### src/rtl/sobel_linebuf_ctrl.sv
// Three-row line buffer sequencer for the Sobel kernel: drives two line FIFOs, emits column-aligned taps.
// Optional FIFO access checking is enabled with `define SOBEL_LBC_ERR_CHK_EN.
module sobel_linebuf_ctrl #(
  parameter int DW       = 8,
  parameter int H_ACTIVE = 1280,
  parameter int V_ACTIVE = 720,
  parameter int CW       = 12,
  parameter int RW       = 11
) (
  input  logic          clk,
  input  logic          tb_rst,
  input  logic          frame_start,
  input  logic          pix_vld,
  input  logic [DW-1:0] pix_data,
  output logic          fifo_clr,
  output logic          a_wr_en,
  output logic [DW-1:0] a_wr_data,
  output logic          a_rd_en,
  input  logic [DW-1:0] a_rd_data,
  output logic          b_wr_en,
  output logic [DW-1:0] b_wr_data,
  output logic          b_rd_en,
  input  logic [DW-1:0] b_rd_data,
  output logic [DW-1:0] tap0,
  output logic [DW-1:0] tap1,
  output logic [DW-1:0] tap2,
  output logic          out_vld,
  output logic          win_vld,
  output logic [CW-1:0] out_col,
  output logic [RW-1:0] out_row,
  output logic          frame_done,
  output logic          busy
`ifdef SOBEL_LBC_ERR_CHK_EN
  ,
  input  logic          a_full,
  input  logic          a_empty,
  input  logic          b_full,
  input  logic          b_empty,
  output logic [3:0]    err
`endif
);

  typedef enum logic [2:0] {S_IDLE, S_CLR, S_ROW0, S_ROW1, S_RUN, S_DONE} state_t;

  state_t        state_q, state_d;
  logic [CW-1:0] col_q, col_d;
  logic [RW-1:0] row_q, row_d;
  logic          acc;
  logic          last_col, last_row;

  logic          rd_a_q, rd_b_q, out_vld_q;
  logic [DW-1:0] tap2_q;
  logic [CW-1:0] out_col_q;
  logic [RW-1:0] out_row_q;

  assign last_col = (col_q == CW'(H_ACTIVE - 1));
  assign last_row = (row_q == RW'(V_ACTIVE - 1));

  // frame_start overrides everything, including a pixel in the same cycle
  always_comb begin
    state_d = state_q;
    col_d   = col_q;
    row_d   = row_q;
    acc     = 1'b0;
    if (frame_start) begin
      state_d = S_CLR;
      col_d   = '0;
      row_d   = '0;
    end else begin
      case (state_q)
        S_CLR:  state_d = S_ROW0;
        S_ROW0, S_ROW1, S_RUN: begin
          if (pix_vld) begin
            acc = 1'b1;
            if (last_col) begin
              col_d = '0;
              row_d = row_q + RW'(1);
              if (state_q == S_ROW0)      state_d = S_ROW1;
              else if (state_q == S_ROW1) state_d = S_RUN;
              else if (last_row) begin
                state_d = S_DONE;
                row_d   = '0;
              end
            end else begin
              col_d = col_q + CW'(1);
            end
          end
        end
        S_DONE: state_d = S_IDLE;
        default: state_d = S_IDLE;
      endcase
    end
  end

  always_ff @(posedge clk or posedge tb_rst) begin
    if (tb_rst) begin
      state_q <= S_IDLE;
      col_q   <= '0;
      row_q   <= '0;
    end else begin
      state_q <= state_d;
      col_q   <= col_d;
      row_q   <= row_d;
    end
  end

  assign fifo_clr  = (state_q == S_CLR);
  assign a_wr_en   = acc;
  assign a_wr_data = pix_data;
  assign a_rd_en   = acc & ((state_q == S_ROW1) | (state_q == S_RUN));
  assign b_rd_en   = acc & (state_q == S_RUN);
  assign b_wr_en   = rd_a_q;
  assign b_wr_data = a_rd_data;

  always_ff @(posedge clk or posedge tb_rst) begin
    if (tb_rst) begin
      rd_a_q    <= 1'b0;
      rd_b_q    <= 1'b0;
      out_vld_q <= 1'b0;
      tap2_q    <= '0;
      out_col_q <= '0;
      out_row_q <= '0;
    end else begin
      rd_a_q    <= a_rd_en;
      rd_b_q    <= b_rd_en;
      out_vld_q <= acc;
      tap2_q    <= acc ? pix_data : '0;
      if (acc) begin
        out_col_q <= col_q;
        out_row_q <= row_q;
      end
    end
  end

  // FIFO read data is only meaningful the cycle after a read was issued
  assign tap0       = rd_b_q ? b_rd_data : '0;
  assign tap1       = rd_a_q ? a_rd_data : '0;
  assign tap2       = tap2_q;
  assign out_vld    = out_vld_q;
  assign win_vld    = out_vld_q & (out_row_q >= RW'(2));
  assign out_col    = out_col_q;
  assign out_row    = out_row_q;
  assign frame_done = (state_q == S_DONE);
  assign busy       = (state_q != S_IDLE);

`ifdef SOBEL_LBC_ERR_CHK_EN
  logic [3:0] err_q;

  always_ff @(posedge clk or posedge tb_rst) begin
    if (tb_rst)                err_q <= '0;
    else if (state_q == S_CLR) err_q <= '0;
    else err_q <= err_q | {b_rd_en & b_empty, b_wr_en & b_full,
                           a_rd_en & a_empty, a_wr_en & a_full};
  end

  assign err = err_q;
`endif

endmodule
### config.mk
export PLATFORM = sky130hd
export DESIGN_NAME = sobel_linebuf_ctrl
export DESIGN_NICKNAME = d
export VERILOG_FILES = /design/src/rtl/sobel_linebuf_ctrl.sv
export SDC_FILE = /design/constraint.sdc
export NUM_CORES = 1
export LEC_CHECK = 0
export ABC_AREA = 1
export BUFFER_PORTS_ARGS = -buffer_cell sky130_fd_sc_hd__buf_2
export CAP_MARGIN = 20
export CELL_PAD_IN_SITES_DETAIL_PLACEMENT = 0
export CELL_PAD_IN_SITES_GLOBAL_PLACEMENT = 1
export CORE_UTILIZATION = 40
export DETAILED_ROUTE_END_ITERATION = 8
export GPL_TIMING_DRIVEN = 0
export PLACE_DENSITY_LB_ADDON = 0.1
export SYNTH_ARGS = -nofsm -noshare
export SYNTH_HDL_FRONTEND = slang
export SYNTH_SLANG_ARGS = --single-unit
### constraint.sdc
create_clock -name clk -period 4 [get_ports clk]
set_input_delay 0.4 -clock clk [delete_from_list [all_inputs] [get_ports clk]]
set_output_delay 0.4 -clock clk [all_outputs]
set_load 0.05 [all_outputs]
Word level (Yosys, flattened, before mapping)
Cells that the tools add are included.
W data, S select, Z words.
{"block": "op_classes", "addsub": 2, "order_cmp": 1, "n_eq_ne": 10, "mux": 24, "bitwise_logic": 4, "n_reduce_logical": 8}
{"operator": "$mux W11", "count": 7}
{"operator": "$mux W12", "count": 4}
{"operator": "$mux W8", "count": 3}
{"operator": "$mux W3", "count": 6}
{"operator": "$add A12 B1 Y12 const B", "count": 1}
{"operator": "$eq A12 B11 Y1 const B", "count": 1}
{"operator": "$add A11 B1 Y11 const B", "count": 1}
{"operator": "$eq A11 B10 Y1 const B", "count": 1}
{"operator": "$ge A11 B2 Y1 const B", "count": 1}
{"operator": "$eq A3 B2 Y1 const B", "count": 2}
{"operator": "$eq A3 B3 Y1 const B", "count": 2}
{"operator": "$ne A3 B3 Y1 const B", "count": 2}
{"operator": "$pmux W3 S2", "count": 1}
{"operator": "$reduce_and A3 Y1", "count": 2}
{"operator": "$reduce_bool A2 Y1", "count": 3}
{"operator": "$ne A5 B5 Y1 const B", "count": 1}
{"operator": "$and A1 B1 Y1", "count": 3}
{"operator": "$eq A3 B1 Y1 const B", "count": 1}
{"operator": "$mux W1", "count": 3}
{"operator": "$reduce_bool A3 Y1", "count": 1}
{"operator": "$reduce_or A3 Y1", "count": 1}
{"operator": "$reduce_and A2 Y1", "count": 1}
{"operator": "$or A1 B1 Y1", "count": 1}
{"block": "totals", "regBits": 60, "inputBits": 28, "output_inout_bits": 72, "wordCells": 58}

Logic depth before layout (Yosys ltp)
Gate-level depths: netlist (run 1).
{"block": "depth", "depth_word": 8, "mapped_depth": 11, "depth_no_buf": 10}

Worst setup path before layout (run 1)
Ideal clock, no wire load.
{"block": "synth_path", "path_kind": "flip-flop to output port", "startpoint": "register state_q[1]", "endpoint": "output a_rd_en", "t_arrival_ns": 2.095, "required_ns": 3.600, "setup_slack_ns": 1.505, "path_stages_with_launch": 9, "n_path_buf": 1, "path_cell_list": "dfrtp_1 nor2_2 nand2_2 nand2_2 nand2_4 nor2_4 inv_4 buf_6 nor2_1"}
{"block": "synth_between", "elab_chain_len": 5, "elab_cells_between_ends": 8, "cone_classes": "3 x eq/ne; 2 x mux; 2 x bitwise; 1 x reduce/logical"}
{"element": "start: declaration", "line": "45", "rtl": "state_t state_q, state_d;"}
{"element": "start signal: assignment", "line": "101", "rtl": "state_q <= state_d;"}
{"element": "$eq A3 B2 Y1 / $eq A3 B3 Y1 (equally long branches)", "line": "70", "rtl": "case (state_q)"}
{"element": "$reduce_or A3 Y1 (*)", "line": "70"}
{"element": "$mux W1 (*)", "line": "70"}
{"element": "$mux W1 (*)", "line": "65", "rtl": "if (frame_start) begin"}
{"element": "via a_wr_en", "line": "16", "rtl": "output logic a_wr_en,"}
{"element": "$and A1 B1 Y1 (*)", "line": "110", "rtl": "assign a_rd_en = acc & ((state_q == S_ROW1) | (state_q == S_RUN));"}
{"element": "end: declaration", "line": "18", "rtl": "output logic a_rd_en,"}
The timed path passes the listed nets; every way through them passes the cells marked *.

Worst setup path in the final report (run 1)
{"block": "layout_path", "startpoint": "register state_q[1]", "endpoint": "output a_rd_en"}
{"block": "layout_between", "elab_chain_len": 5, "elab_cells_between_ends": 8, "cone_classes": "3 x eq/ne; 2 x mux; 2 x bitwise; 1 x reduce/logical"}
{"element": "$eq A3 B2 Y1 (tied with other cells)", "line": "70"}
{"element": "$reduce_or A3 Y1", "line": "70"}
{"element": "$mux W1", "line": "70"}
{"element": "$mux W1", "line": "65"}
{"element": "$and A1 B1 Y1 (*)", "line": "110"}
Every way passes the cells marked *; elsewhere a longest branch is shown, timed or not.

==> key figures, run 1 <==
Finish
  – Layout net count: between 500 and 600
  – Area Growth Syn to Fin: 26.1%
  – Filler cell count: 757
  – Antenna cell count: 0
  – Share of post-route cells with drive strength above 1: roughly a third

Drt
  – Via count: about 2,900
  – WL/cell: approximately 12 µm
  – DR iter-0 viols: 171
  – Routed WL: about 7700 µm
  – Routed Antenna Nets: 0
  – Pre-antenna DRT Iters: 4
  – Vias per Instance: about 4.7
  – DRC: 0

Floorplanning
  – Top-Level Pins: 100
  – FP Rows: 32
  – Initial Util: 41.4%
  – Core Footprint: a little under 8000 µm²
  – Height of the chip: between 90 and 100 µm
  – Die area: about 8400 µm²
  – Die width: 91.4 µm

Synthesis
  – Area leader, netlist: dfrtp_1
  – Warnings from Yosys: 0
  – Post-synth ARST share: 100%
  – Area contributors post-synth: dfrtp_1 47%, nand2_1 12%, inv_1 7.6%
  – Number of synthesized register bits: 60
  – Most frequent cell after synthesis: nand2_1
  – Post-synth EDFFs: 0
  – Avg Inst Size Synth: between 7 and 8 µm²
  – Post-Syn Instances: 400
  – Mapped Area: ~3200 µm²
  – Sequential share of the synthesized area: between 40% and 50%
  – Yosys cell types: 31
  – Synth Flop Type: dfrtp_1
  – Post-synthesis net count: 430
  – Top cells by count, synth: 99 x nand2_1, 65 x inv_1, 60 x dfrtp_1
  – Synth top area share: between 40% and 50%

Place
  – Pre-CTS setup slack: approximately 1.8 ns
  – HPWL Detailed: between 5000 and 6000 µm
  – Port bufs: 99
  – RD Place Congestion: approximately 0.85

Clocking
  – Clock latency on the worst-skew pair: approximately 0.34 ns
  – Root Driver: clkbuf_8
  – CTS tree: done
  – H-tree depth: 3
  – CTS Buf Count: 9
  – Hold_buf cts: 0
  – Post-CTS Setup Bufs: 0
  – Clock tree buffer depth: 2
  – Post-cts sizing count: 0
  – Clk sinks: 60
  – Clock-pin transition on the worst setup and hold timing paths: 0.07 ns

Setup path
  – Crit-path cells: nor2_2 > nand2_2 > nand2_2 > nand2_4 > nor2_4 > inv_4 > buf_6 > nor2_1 > buf_2
  – Cell mode on critical path: nand2_2
  – Critical Path Start Type: flop
  – Crit path max fanout: 10
  – Setup CP Type: flop to output pin
  – Crit path DAT: 2.14 ns
  – Top Family by Delay on Critical Path: simple AND/OR/NAND/NOR gates
  – CP max stage delay: approximately 0.45 ns
  – Setup crit end kind: output pin
  – WP buf/inv: 3
  – Slowest CP cell: dfrtp_1
  – Worst Path Required: 3.60 ns
  – Internal reg-to-reg setup slack: about 2.2 ns

Timing
  – Final hold vios: 0
  – Final Cycle Share: a little under two thirds
  – Actual slew at the worst max-slew pin: about 0.68 ns
  – Final min period: 2.54 ns
  – FMAX: 394 MHz
  – Final setup vio count: 0
  – RSZ-0062 raised after global routing: false
  – Final Max Tran Viols: 0
  – Relative slew slack: 54.7%
  – Setup TNS: 0 ns
  – Setup ws final: approximately 1.5 ns
  – Final Skew: about 0.0067 ns
  – Hold WS: 0.152 ns

Pwr
  – Power per cell area: 457 nW/µm²
  – Leakage: 2.33 nW
  – Peak supply drop: 0.233 mV

Status
  – Status: finished clean

Global routing
  – Initial antenna violation count: 0
  – Gr ovfl total: 0
  – Largest net degree at the start of global routing: 32
  – Total track usage: around a fifth
  – First-pass GRT wire length: 12,800 µm
  – Number of global-route vias before repair: roughly 2,600

Job
  – Max-Cap Viols: 0

Min path
  – Worst min-delay path category: input pin to async pin
## worst reg2reg max path, cell delays in order, from the launching register on
cell	delay [ns]
dfrtp_1	0.44
ha_1	0.20
nand2_1	0.10
nor2_2	0.19
nand3_2	0.17
nand2_4	0.15
nand2_4	0.09
inv_2	0.06
buf_6	0.12
o21ai_1	0.07
nand2_1	0.07
inv_1	0.03
## path summary, 6_finish.rpt
check                            start          to  cells past startpoint
max                         state_q[1]     a_rd_en                      9
min                             tb_rst     tap2[4]                      2
min reg2reg                 out_col[7]  out_col[7]                      2
max reg2reg                   col_q[0]    row_q[9]                     11
min in group clk           pix_data[2]     tap2[2]                      3
max in group asynchronous       tb_rst    row_q[9]                      3
## report_power, final
group	leakage [nW]	switching (W)	internal, W
sequential	0.825	0.0000491	0.000667
combinational	1.40	0.000427	0.000161
clock	0.103	0.000257	0.000285
## logic make-up (layout without fill, tap and decap cells)
kind of cell / count (synthesis) / in the layout / share of synthesized area (%)
and+or+nand+nor: 188 / 188 / 26.4
buffers and inverters: 97 / 213 / 15.6
DFF: 60 / 60 / 46.9
AOI/OAI and AO/OA: 52 / 52 / 10.0
adders and majority gates: 2 / 2 / 0.782
xor gates and xnor gates: 1 / 1 / 0.274
## final cells by class
class,count,area [µm²],share of cell area (%)
flip-flops and latches,60,1500,37.2
clock inverters,7,67.6,1.67
well taps,102,128,3.16
clock buffers,9,124,3.07
plain buffers,29,240,5.96
repair buffers,100,515,12.8
inverters,68,258,6.39
multi-input cells,243,1200,29.7
## per-layer routing
| layer | up-vias | track usage (%) | part of all wire [%] | wire (µm) |
|---|---|---|---|---|
| li1 | 1468 | - | - | - |
| met1 | 1297 | 27.4 | 48 | 3670 |
| met2 | 104 | 29.9 | 42 | 3260 |
| met3 | 11 | 4.61 | 8.1 | 625 |
| met4 | 0 | 8.20 | 1.7 | 129 |
| met5 | - | 0 | 0 | 0 |
## placed cells by master, fill, tap and decap left out, types with 2 or more instances in the layout
cell,instances
nand2_1,99
buf_2,99
inv_1,64
dfrtp_1,60
nor2_1,32
nand3_1,21
buf_4,16
o21ai_0,14
o21ai_2,14
o21ai_1,13
nand4_1,10
clkbuf_8,9
buf_6,8
nor3_1,8
a21oi_1,7
nand2_4,4
clkbuf_1,4
clkinv_2,4
nor2_2,3
nand2_2,3
inv_2,3
o21a_1,2
nand3_2,2
nor4_1,2
ha_1,2
clkinv_4,2
## state kept, by name, summed over array words and instances (netlist names)
name,count
row_q,11
b_wr_en,1
out_row,11
tap2,8
col_q,12
rd_b_q,1
out_col,12
out_vld,1
state_q,3
## stage by stage
step | utilization [%] | area [µm²] | total power [W] | std cells
2_1_floorplan | - | 3200 | 0.00118 | 400
3_5_place_dp | 49.7 | 3840 | 0.00132 | 602
4_1_cts | 52.2 | 4030 | 0.00187 | 618
6_report | 52.2 | 4030 | 0.00185 | 618
3_3_place_gp | 49.5 | 3820 | 0.00131 | 601
5_1_grt | 52.2 | 4030 | 0.00194 | 618
No activity file was read; power rests on OpenSTA's default activity.
==> run 2: changes to the inputs <==
- ABC_AREA: 1 -> 0
- CORE_UTILIZATION: 40 -> 35
- clock period: 4 -> 2.1 ns (I/O delays scaled with it)
==> run 2 against run 1 <==
Total power up 48%; critical path depth down 5; clock skew barely moved; global-route usage fell by 2.2 points; area after synthesis decreased by 3.0%; synthesized cell count decreased by 28%; largest cell class unchanged; highest routed layer unchanged.
==> key figures, run 2 <==
Clocking
  – Clk sinks: 60 (unchanged)
  – Root Driver: clkbuf_8 (unchanged)
  – CTS Buf Count: 9 (unchanged)
  – CTS tree: done (unchanged)
  – Clock tree buffer depth: 2 (unchanged)
  – Clock-pin transition on the worst setup and hold timing paths: 0.07 ns (about the same)
  – Clock latency on the worst-skew pair: 0.34 ns (about the same)
  – H-tree depth: 3 (unchanged)

Global routing
  – Gr ovfl total: 0 (unchanged)
  – Routing usage on met3: 4.50% (was 4.61%)
  – Initial antenna violation count: 0 (unchanged)
  – First-pass GRT wire length: 12,200 µm (was 12,800 µm)
  – Total track usage: 17.7% (was 19.8%)
  – Largest net degree at the start of global routing: 36 (was 32)
  – GR peak layer: met2 (unchanged)
  – M1 GR Usage: 22.7% (was 27.4%)
  – Number of global-route vias before repair: 2,450 (was 2,635)
  – Met2 Usage GRT: 27.2% (was 29.9%)

Synthesis
  – Post-synthesis net count: 319 (was 430)
  – Post-synth ARST share: 100% (unchanged)
  – Synth Area in XOR/XNOR: 0.846% (was 0.274%)
  – Synth top area share: 48.4% (was 46.9%)
  – Post-synthesis compound-gate area fraction: 10.7% (was 10.0%)
  – Warnings from Yosys: 0 (unchanged)
  – Mux share of post-synthesis cell area: 8.34% (was 0%)
  – Sequential share of the synthesized area: 48.4% (was 46.9%)
  – Mapped Area: 3100 µm² (was 3200 µm²)
  – Top cells by count, synth: 60 x dfrtp_1, 26 x and2_1, 23 x mux2_2 (was 99 x nand2_1, 65 x inv_1, 60 x dfrtp_1)
  – Post-Syn Instances: 289 (was 400)
  – Number of synthesized register bits: 60 (unchanged)
  – Post-synth EDFFs: 0 (unchanged)
  – Simple logic cell fraction of the synthesized area: 21.4% (was 26.4%)
  – Most frequent cell after synthesis: dfrtp_1 (was nand2_1)
  – Yosys cell types: 57 (was 31)
  – Dominant combinational cell family by area after synthesis: simple AND/OR/NAND/NOR gates (unchanged)
  – Area leader, netlist: dfrtp_1 (unchanged)
  – Adder-cell share of the synthesized area: 0.806% (was 0.782%)
  – Synth Flop Type: dfrtp_1 (unchanged)
  – Area contributors post-synth: dfrtp_1 48%, mux2_2 8.3%, and2_1 5.2% (was dfrtp_1 47%, nand2_1 12%, inv_1 7.6%)
  – Avg Inst Size Synth: 10.7 µm² (was 8.00 µm²)

Setup path
  – Worst Path Required: 2.36 ns (was 3.60 ns)
  – Critical Path Start Type: flop (unchanged)
  – Crit path DAT: 2.33 ns (was 2.14 ns)
  – Worst Setup SP: col_q[11] (was state_q[1])
  – Slowest CP cell: or4_4 (was dfrtp_1)
  – RR Endpoint: row_q[3] (was row_q[9])
  – Crit path max fanout: 5 (was 10)
  – CP max stage delay: 0.54 ns (was 0.45 ns)
  – Internal reg-to-reg setup slack: 0.03 ns (was 2.19 ns)
  – Cell mode on critical path: or4_4 (was nand2_2)
  – Top Family by Delay on Critical Path: simple AND/OR/NAND/NOR gates (unchanged)
  – WP buf/inv: 0 (was 3)
  – Setup CP Type: flop to flop (was flop to output pin)
  – Worst R2R Path Depth: 4 (was 11)
  – Setup crit end kind: flop (was output pin)
  – Reg2reg start: col_q[11] (was col_q[0])
  – Crit-path cells: or3_4 > or4_4 > or4_4 > o22ai_1 (was nor2_2 > nand2_2 > nand2_2 > nand2_4 > nor2_4 > inv_4 > buf_6 > nor2_1 > buf_2)

Place
  – RD Place Congestion: 0.762 (was 0.849)
  – Port bufs: 97 (was 99)
  – HPWL Detailed: 5240 µm (was 5960 µm)

Timing
  – Setup TNS: 0 ns (unchanged)
  – Final min period: between 2 and 2.5 ns
  – Final Cycle Share: 98.6%
  – FMAX: slightly below 500 MHz
  – Final Skew: 0.00687 ns (was 0.00672 ns)
  – Final hold vios: 0 (unchanged)
  – Relative slew slack: 61.2% (was 54.7%)
  – Final Max Tran Viols: 0 (unchanged)
  – RSZ-0062 raised after global routing: true (was false)
  – Final setup vio count: 0 (unchanged)
  – Actual slew at the worst max-slew pin: 0.579 ns (was 0.678 ns)

Pwr
  – Power per cell area: 656 nW/µm² (was 457 nW/µm²)
  – Total power draw: 0.00274 W (was 0.00185 W)
  – Peak supply drop: 0.291 mV (was 0.233 mV)
  – Leakage: 2.10 nW (was 2.33 nW)

Floorplanning
  – Die width: 96.2 µm (was 91.4 µm)
  – Core Footprint: 8380 µm² (was 7730 µm²)
  – Die area: 9250 µm² (was 8360 µm²)
  – Height of the chip: 96.2 µm (was 91.4 µm)
  – Initial Util: 37.0% (was 41.4%)
  – FP Rows: 33 (was 32)
  – Top-Level Pins: 100 (unchanged)

Finish
  – Multi-input gate area: 1370 µm² (was 1200 µm²)
  – Share of post-route cells with drive strength above 1: 48.8% (was 33.5%)
  – Register area: 1500 µm² (about the same)
  – Antenna cell count: 0 (unchanged)
  – Most common cell after layout, fill and taps aside: buf_2
  – Layout net count: 441 (was 541)
  – Commonest non-fill, non-tap cells in the layout: 99 x buf_2, 58 x dfrtp_1, 30 x buf_4, 26 x and2_1, 23 x mux2_2 (was 99 x nand2_1, 99 x buf_2, 64 x inv_1, 60 x dfrtp_1, 32 x nor2_1)
  – Filler cell count: 818 (was 757)
  – Area Growth Syn to Fin: 34.3% (was 26.1%)

Drt
  – Routed Antenna Nets: 0 (unchanged)
  – Pre-antenna DRT Iters: 4 (unchanged)
  – WL/cell: 14.6 µm (was 12.4 µm)
  – Routed WL: 7600 µm (was 7690 µm)
  – Vias per Instance: 5.06 (was 4.66)
  – DRC: 0 (unchanged)
  – DR iter-0 viols: 91 (was 171)
  – Via count: 2,635 (was 2,880)

Min path
  – Worst Hold Launch: pix_data[5]
  – WHS Path Cells: 2
  – Worst min-delay path category: input pin to flop (was input pin to async pin)
  – Worst hold path endpoint: tap2[5]

Job
  – Max-Cap Viols: 0 (unchanged)

Status
  – Status: finished clean (unchanged)
## run 2: repair_timing
action	CTS	global route
resized for setup	10	20
pin swaps	2	10
endpoints found under the setup margin	38	32
gates cloned	0	0
setup buffers	2	12
hold buffers	1	0
endpoints found under the hold margin	25	0
## run 2: cell type report
class | count | area share [%]
Clock inverter | 3 | 1.62
Tap cell | 105 | 3.15
Timing Repair Buffer | 113 | 15.2
Sequential cell | 60 | 36.1
Inverter | 9 | 0.810
Buffer | 31 | 6.12
Multi-Input combinational cell | 187 | 32.9
Clock buffer | 13 | 4.05
## run 2: how the worst max path moves through the flow
stage	end	slack [ns]	depth (start not counted)
floorplan	out_row[9]	0.07	6
global route	a_wr_en	-0.02	6
finish	row_q[3]	0.03	4
global placement	b_wr_en	-0.50	2
CTS	a_wr_en	-0.24	6
detailed placement	state_q[0]	-0.28	4
## run 2: cells by family after synthesis
logic type / after synthesis
adders and majority gates: 2
DFF: 60
AOI/OAI and AO/OA: 50
and+or+nand+nor: 109
xor gates and xnor gates: 3
muxes: 23
buffers and inverters: 42
## run 2: report_power, final
part           internal (W)  switching (W)  leakage, nW  total, W
combinational      0.000110       0.000221         1.15  0.000332
clock              0.000766       0.000458        0.116   0.00122
sequential          0.00117      0.0000115        0.828   0.00118
total               0.00205       0.000691         2.10   0.00274
## run 2: routing by layer
metal  up-vias  share of wire [%]
met3        11                7.3
met2       108                 44
met1      1239                 47
met5         -                  0
met4         0                1.5
li1       1277                  -
## run 2: worst register-to-register path, cell delays in order, from the launching register on
cell and delay [ns]:
dfrtp_1 0.40, or3_4 0.40, or4_4 0.54, or4_4 0.49, o22ai_1 0.15
## run 2: metrics by stage
stage	std cells	area, µm²	setup WS [ns]	utilization, %	hold WS (ns)
CTS	511	4060	-0.241	48.4	0.0767
floorplan	289	3110	0.0731	-	0.339
detailed placement	492	3750	-0.275	44.8	0.311
finish	521	4170	0.0285	49.8	0.0905
global route	521	4170	-0.0171	49.8	0.0787
global placement	491	3730	-0.503	44.5	0.433
